$ cat config.mk
export PLATFORM = sky130hd
export DESIGN_NAME = fp_alu_scheduler
export DESIGN_NICKNAME = d
export VERILOG_FILES = /design/src/rtl/fp_alu_scheduler.sv
export SDC_FILE = /design/constraint.sdc
export NUM_CORES = 1
export LEC_CHECK = 0
export ABC_AREA = 1
export BUFFER_PORTS_ARGS = -buffer_cell sky130_fd_sc_hd__buf_4
export CAP_MARGIN = 20
export CORE_ASPECT_RATIO = 0.5
export CORE_MARGIN = 1.5
export CORE_UTILIZATION = 53
export DETAILED_ROUTE_END_ITERATION = 6
export GPL_TIMING_DRIVEN = 0
export PLACE_DENSITY = 0.86
export SYNTH_ARGS = -nofsm -noshare
export SYNTH_HDL_FRONTEND = slang
export SYNTH_SLANG_ARGS = --single-unit
$ cat constraint.sdc
create_clock -name clk -period 6.48 [get_ports clk]
set_clock_uncertainty 0.05 [all_clocks]
set_input_delay 1.296 -clock clk [delete_from_list [all_inputs] [get_ports clk]]
set_output_delay 1.296 -clock clk [all_outputs]
set_load 0.05 [all_outputs]
$ cat src/rtl/fp_alu_scheduler.sv
// fp_alu_scheduler: arbitrates two requesters onto one combinational FP ALU.
// Requesters are granted round-robin on ties. The operation is held on the ALU for a
// per-opcode number of cycles. The result is then captured and offered on a
// valid/ready response port, and exception flags accumulate into a sticky register.
module fp_alu_scheduler #(
   parameter int ADD_LAT = 2,
   parameter int MUL_LAT = 3,
   parameter int DIV_LAT = 8
) (
   input  logic        clk,
   input  logic        rst_n,
   input  logic        req0_valid,
   output logic        req0_ready,
   input  logic [2:0]  req0_op,
   input  logic [31:0] req0_a,
   input  logic [31:0] req0_b,
   input  logic        req1_valid,
   output logic        req1_ready,
   input  logic [2:0]  req1_op,
   input  logic [31:0] req1_a,
   input  logic [31:0] req1_b,
   output logic [31:0] alu_in1,
   output logic [31:0] alu_in2,
   output logic [2:0]  alu_op,
   input  logic [31:0] alu_result,
   input  logic [5:0]  alu_flags,
   output logic        rsp_valid,
   input  logic        rsp_ready,
   output logic        rsp_id,
   output logic [31:0] rsp_result,
   output logic [5:0]  rsp_flags,
   output logic [5:0]  sticky_flags,
   input  logic        clr_flags,
   output logic        busy
);

   typedef enum logic [1:0] {IDLE = 2'd0, EXEC = 2'd1, RESP = 2'd2} state_t;

   localparam logic [2:0] OP_NOP = 3'd0;
   localparam logic [2:0] OP_ADD = 3'd1;
   localparam logic [2:0] OP_SUB = 3'd2;
   localparam logic [2:0] OP_MUL = 3'd3;
   localparam logic [2:0] OP_DIV = 3'd4;

   // A configured latency of zero still needs one EXEC cycle to sample the ALU.
   function automatic logic [31:0] clamp_lat(input int l);
      logic [31:0] v;
      v = l;
      return (l < 1) ? 32'd1 : v;
   endfunction

   function automatic logic [31:0] latency(input logic [2:0] op);
      case (op)
         OP_ADD, OP_SUB: return clamp_lat(ADD_LAT);
         OP_MUL:         return clamp_lat(MUL_LAT);
         OP_DIV:         return clamp_lat(DIV_LAT);
         default:        return 32'd1;
      endcase
   endfunction

   state_t      state_q, state_d;
   logic [31:0] cnt_q;
   logic        last_grant_q;
   logic [2:0]  op_q;
   logic [31:0] a_q, b_q;
   logic        id_q;
   logic        rsp_id_q;
   logic [31:0] rsp_result_q;
   logic [5:0]  rsp_flags_q;
   logic [5:0]  sticky_q, sticky_d;
   logic        grant_v_s;
   logic        grant_id_s;
   logic        capture_s;

   // Next-state and arbitration: tie goes to the requester not granted last time.
   always_comb begin
      state_d    = state_q;
      grant_v_s  = 1'b0;
      grant_id_s = 1'b0;
      capture_s  = 1'b0;
      case (state_q)
         IDLE: begin
            if (req0_valid && req1_valid) begin
               grant_v_s  = 1'b1;
               grant_id_s = ~last_grant_q;
            end else if (req0_valid) begin
               grant_v_s  = 1'b1;
               grant_id_s = 1'b0;
            end else if (req1_valid) begin
               grant_v_s  = 1'b1;
               grant_id_s = 1'b1;
            end else begin
               grant_v_s  = 1'b0;
            end
            if (grant_v_s) begin
               state_d = EXEC;
            end else begin
               state_d = IDLE;
            end
         end
         EXEC: begin
            if (cnt_q == 32'd0) begin
               capture_s = 1'b1;
               state_d   = RESP;
            end else begin
               state_d   = EXEC;
            end
         end
         RESP: begin
            if (rsp_ready) begin
               state_d = IDLE;
            end else begin
               state_d = RESP;
            end
         end
         default: state_d = IDLE;
      endcase
   end

   // Sticky flags: a clear coinciding with a capture keeps only the new flags.
   always_comb begin
      sticky_d = sticky_q;
      if (capture_s) begin
         sticky_d = clr_flags ? alu_flags : (sticky_q | alu_flags);
      end else if (clr_flags) begin
         sticky_d = 6'd0;
      end else begin
         sticky_d = sticky_q;
      end
   end

   // State, operation latch, latency counter and response capture registers.
   always_ff @(posedge clk) begin
      if (!rst_n) begin
         state_q      <= IDLE;
         cnt_q        <= 32'd0;
         last_grant_q <= 1'b1;
         op_q         <= OP_NOP;
         a_q          <= 32'd0;
         b_q          <= 32'd0;
         id_q         <= 1'b0;
         rsp_id_q     <= 1'b0;
         rsp_result_q <= 32'd0;
         rsp_flags_q  <= 6'd0;
         sticky_q     <= 6'd0;
      end else begin
         state_q  <= state_d;
         sticky_q <= sticky_d;
         if (state_q == IDLE && grant_v_s) begin
            op_q         <= grant_id_s ? req1_op : req0_op;
            a_q          <= grant_id_s ? req1_a : req0_a;
            b_q          <= grant_id_s ? req1_b : req0_b;
            id_q         <= grant_id_s;
            last_grant_q <= grant_id_s;
            cnt_q        <= latency(grant_id_s ? req1_op : req0_op) - 32'd1;
         end else if (state_q == EXEC) begin
            if (capture_s) begin
               rsp_id_q     <= id_q;
               rsp_result_q <= alu_result;
               rsp_flags_q  <= alu_flags;
            end else begin
               cnt_q <= cnt_q - 32'd1;
            end
         end
      end
   end

   assign req0_ready   = grant_v_s & ~grant_id_s;
   assign req1_ready   = grant_v_s & grant_id_s;
   assign alu_in1      = (state_q == EXEC) ? a_q : 32'd0;
   assign alu_in2      = (state_q == EXEC) ? b_q : 32'd0;
   assign alu_op       = (state_q == EXEC) ? op_q : OP_NOP;
   assign rsp_valid    = (state_q == RESP);
   assign rsp_id       = rsp_id_q;
   assign rsp_result   = rsp_result_q;
   assign rsp_flags    = rsp_flags_q;
   assign sticky_flags = sticky_q;
   assign busy         = (state_q == EXEC) || (state_q == RESP);

endmodule

* Yosys cells after proc, flatten, opt, wreduce, memory -nomap -nowiden
Index checks and enable logic that the tools add are counted.
** Word-level totals
- Register bits :: 148
- Bits of input ports :: 178
- Output and inout bits :: 116
- Word-level logic and storage cells :: 65
** Cells by class
- Add/sub/neg operators :: 2
- Eq/ne operators :: 7
- Mux-type cells :: 29
- Bitwise logic cells :: 6
- Reductions and logical operators :: 10
** Operators by type and width (number)
- $mux 32 :: 9
- $sub 32x1->32 const B :: 2
- $logic_not 32->1 :: 1
- $mux 6 :: 3
- $pmux 4 s3 :: 1
- $mux 1 :: 11
- $eq 3x2->1 const B :: 2
- $mux 3 :: 2
- $or 6x6->6 :: 1
- $pmux 2 s3 :: 1
- $mux 2 :: 2
- $reduce_bool 2->1 :: 2
- $eq 3x1->1 const B :: 1
- $eq 3x3->1 const B :: 1
- $not 1->1 :: 3
- $reduce_and 3->1 :: 1
- $and 1x1->1 :: 2
- $eq 2x1->1 const B :: 1
- $eq 2x2->1 const B :: 1
- $logic_and 1x1->1 :: 2
- $logic_not 2->1 :: 1
- $ne 2x1->1 const B :: 1
- $reduce_and 2->1 :: 1
- $reduce_or 2->1 :: 1
- $logic_or 1x1->1 :: 1

* Depth between registers and ports, before layout
- Depth in word-level cells :: 12
- Mapped depth :: 22
- Gate-level depth less buffers :: 22

* Worst setup path before layout
OpenSTA, ideal clock, no wires.
- Kind :: in2out
- Start point :: input port req0_valid
- End point :: output port req0_ready
- Data arrival time :: 2.744 ns
- Path slack :: 2.390 ns
- Stages on the path :: 7
- Path buffers :: 3
- Cell sequence :: nand2_1 nand2_4 inv_2 buf_2 buf_2 buf_1 nor2_1
** Between the ends
- Longest elaborated chain between the ends :: 5
- Elaborated cells between the ends (all ways) :: 10
** Ends and longest elaborated chain
- start: declaration :: line 12 : input logic req0_valid,
- $mux 1 or $logic_and 1x1->1 (tied branches) :: line 86, 83
- $mux 1 :: line 83 : if (req0_valid && req1_valid) begin
- $mux 1 :: line 81 : case (state_q)
- $mux 1 or $not 1->1 (tied branches) :: line 81, 168
- $and 1x1->1 * :: line 168 : assign req0_ready = grant_v_s & ~grant_id_s;
- end: declaration :: line 13 : output logic req0_ready,
Every way passes the cells marked *; elsewhere a longest branch is shown, timed or not. The select of a mux whose other input is x is not followed.

* Final worst setup path
- Start point :: input port req1_valid
- End point :: output port req0_ready
** Between the ends
- Longest elaborated chain between the ends :: 6
- Elaborated cells between the ends (all ways) :: 11
** Ends and longest elaborated chain
- start: declaration :: line 17 : input logic req1_valid,
- $mux 1 :: line 89 : end else if (req1_valid) begin
- $mux 1 :: line 86 : end else if (req0_valid) begin
- $mux 1 :: line 83
- $mux 1 :: line 81
- $mux 1 or $not 1->1 (tied branches) :: line 81, 168
- $and 1x1->1 * :: line 168
Marks and branches as above.

==> results_dict.tcl <==
set metrics [dict create \
    p_int_w 0.00239 \
    clk_pin_slew_ns 0.07 \
    hold_slack_ns 0.412 \
    max_freq_ghz 0.218 \
    synthCells 1190 \
    hpwl_mm 18.9 \
    initial_core_util_pct 55.1 \
    via_per_inst 5.13 \
    clock_path_buffers 2 \
    drive_gt1_share_pct 24.0 \
    crit_type "in2out" \
    fillers 1036 \
    report.final.slew_viol_count 0 \
    synthTopCellsByCount "350 x nand2_1, 193 x inv_1, 148 x dfxtp_1" \
    ctsResizeCount 0 \
    die_h_um 87.6 \
    coreArea_um2 13800 \
    worstPathArrival_ns 3.24 \
    end_kind "primary output" \
    worstHoldPathType "reg2reg" \
    first_pass_iters 7 \
    finalNetCount 1684 \
    netlist_top_cells_area "dfxtp_1 39%, nand2_1 17%, inv_1 9.5%" \
    ir_drop_mv 0.248 \
    vias 8751 \
    synth_area_um2 7590 \
    status "finished clean" \
    hold_violations 0 \
    port-buffer-count 292 \
    power_frac_comb_pct 47.5 \
    cts_hold_buf 0 \
    synth_most_common_cell "nand2_1" \
    drtIter0Drc 581 \
    fin_area_um2 10700 \
    place_area_um2 10000 \
    setup_viol 0 \
    syn_nets 1373 \
    fp.dieW_um 172 \
    switchingPower_w 0.00200 \
    tns_ns 0 \
    seq_power_share_pct 28.1 \
    worstSetupStartpointType "input port" \
    cp.required_ns 5.13 \
    fin_crit_sh_pct 70.8 \
    route.detailed.drc 0 \
    yosys_warnings 0 \
    cts_tree "done" \
    wirelength_mm 25.2 \
    root_buffer "clkbuf_16" \
    grt_max_degree 17 \
    synthArstFlopShare_pct 0 \
    worst_pin_slew_ns 0.673 \
    fin_crit_ns 4.59 \
    io_pins 294 \
    maxSlewHeadroom_pct 55.1 \
    yosysSeqAreaShare_pct 39.0 \
    antennaDiodeCount 0 \
    cap_violations 0 \
    gp_congestion 0.938 \
    num_rows 30 \
    rsz0062_at_grt "no" \
    pwr-share-clk_pct 24.4 \
    synth.distinct_cells 33 \
    p_sw_share_pct 45.6 \
    critPathMaxFanout 10 \
    syn_area_per_cell_um2 6.38 \
    wl_per_cell_um 14.8 \
    power_density_nw_per_um2 411 \
    synth_top_area_share_pct 39.0 \
    post_cts_buffers 0 \
    clkLatencyLatePin_ns 0.43 \
    antenna_found_initial 0 \
    synth_seq_cells 148 \
    synth_ff_type "dfxtp_1" \
    grt_pass1_wl_mm 38.8 \
    die_area_um2 15100 \
    grt_usage_pct 32.8 \
    h-tree-depth 4 \
    grt-ovfl-total 0 \
    synth.largest_area_cell "dfxtp_1" \
    synth_edf_count 0 \
    ant_nets 0 \
    cts_inserted_buffers 17 \
    fin_util_pct 77.4 \
    leakagePower_nw 5.94 \
    grt_pass1_vias 8186 \
    cts_sinks 148 \
    areaGrowthSynthToFinish_pct 40.3 \
]
==> path summary, 6_finish.rpt <==
check                   from         end  slack (ns)  depth (start not counted)
setup / recovery  req1_valid  req0_ready        1.89                          9
hold / removal        rsp_id      rsp_id        0.41                          2
setup reg to reg  state_q[1]   cnt_q[20]        3.50                         19
hold reg to reg       rsp_id      rsp_id        0.41                          2
==> sequential cells by signal, summed over array words and instances, names as in the netlist <==
signal / count
rsp_flags: 6
id_q: 1
sticky_flags: 6
last_grant_q: 1
op_q: 3
state_q: 2
rsp_id: 1
b_q: 32
rsp_result: 32
cnt_q: 32
a_q: 32
==> per-stage QoR <==
step	setup slack, ns	std cells	total power [W]
floorplan	2.39	1190	0.00267
CTS	1.91	1706	0.00435
detailed placement	1.92	1674	0.00326
finish	1.89	1706	0.00438
global placement	1.96	1674	0.00322
global route	1.80	1706	0.00465
==> critical path, cell delays in order <==
cell,delay [ns]
buf_4,0.11
nand2_2,0.10
nand2_4,0.11
inv_2,0.15
buf_2,0.26
buf_2,0.31
buf_1,0.56
nor2_1,0.11
buf_4,0.22
==> cell families after synthesis <==
family	after synthesis	share of synthesized area (%)
simple gates	610	33.7
flops	148	39.0
fa+ha+maj	5	0.824
buf+inv	270	13.8
xor+xnor	1	0.115
compound gates	156	12.6
==> area by class of cell <==
cell class                      instances  area (um^2)  area share, %
Buffer                                 71          300           2.82
Clock buffer                           17          425           3.99
Clock inverter                         15          206           1.94
Inverter                              199          747           7.01
Multi-Input combinational cell        772         3580           33.6
Sequential cell                       148         2960           27.8
Tap cell                              192          240           2.25
Timing Repair Buffer                  292         2190           20.6
==> layout by cell type (no fill, tap or decap), types with 2 or more instances in the layout <==
| master | n |
|---|---|
| clkbuf_16 | 17 |
| nor2_1 | 94 |
| inv_1 | 193 |
| o21ai_0 | 16 |
| o21ai_1 | 5 |
| clkbuf_1 | 43 |
| bufinv_16 | 3 |
| nand3b_1 | 3 |
| nand2_2 | 4 |
| buf_2 | 18 |
| ha_1 | 5 |
| buf_1 | 8 |
| nand2_1 | 350 |
| o211ai_1 | 65 |
| buf_4 | 293 |
| nor3_1 | 14 |
| nand4_1 | 8 |
| nor3_2 | 2 |
| inv_8 | 5 |
| dfxtp_1 | 148 |
| a21oi_1 | 65 |
| inv_2 | 5 |
| nand3_1 | 126 |
| inv_6 | 5 |
| nor2_2 | 4 |
| o21bai_1 | 2 |
==> metal layers <==
layer	track usage [%]	up-vias	share of wire (%)
li1	-	4347	-
met1	38.9	3950	41
met2	58.4	386	49
met3	7.95	68	7.8
met4	12.3	0	2.6
met5	0	-	0
==> power by group through the flow <==
stage	Clock (W)	Sequential, W	Combinational, W
after floorplan	0	0.00128	0.00139
after global placement	0	0.00123	0.00198
after detailed placement	0	0.00124	0.00202
after CTS	0.00107	0.00123	0.00205
after global routing	0.00112	0.00125	0.00228
final	0.00107	0.00123	0.00208
No activity file was read; power rests on OpenSTA's default activity.
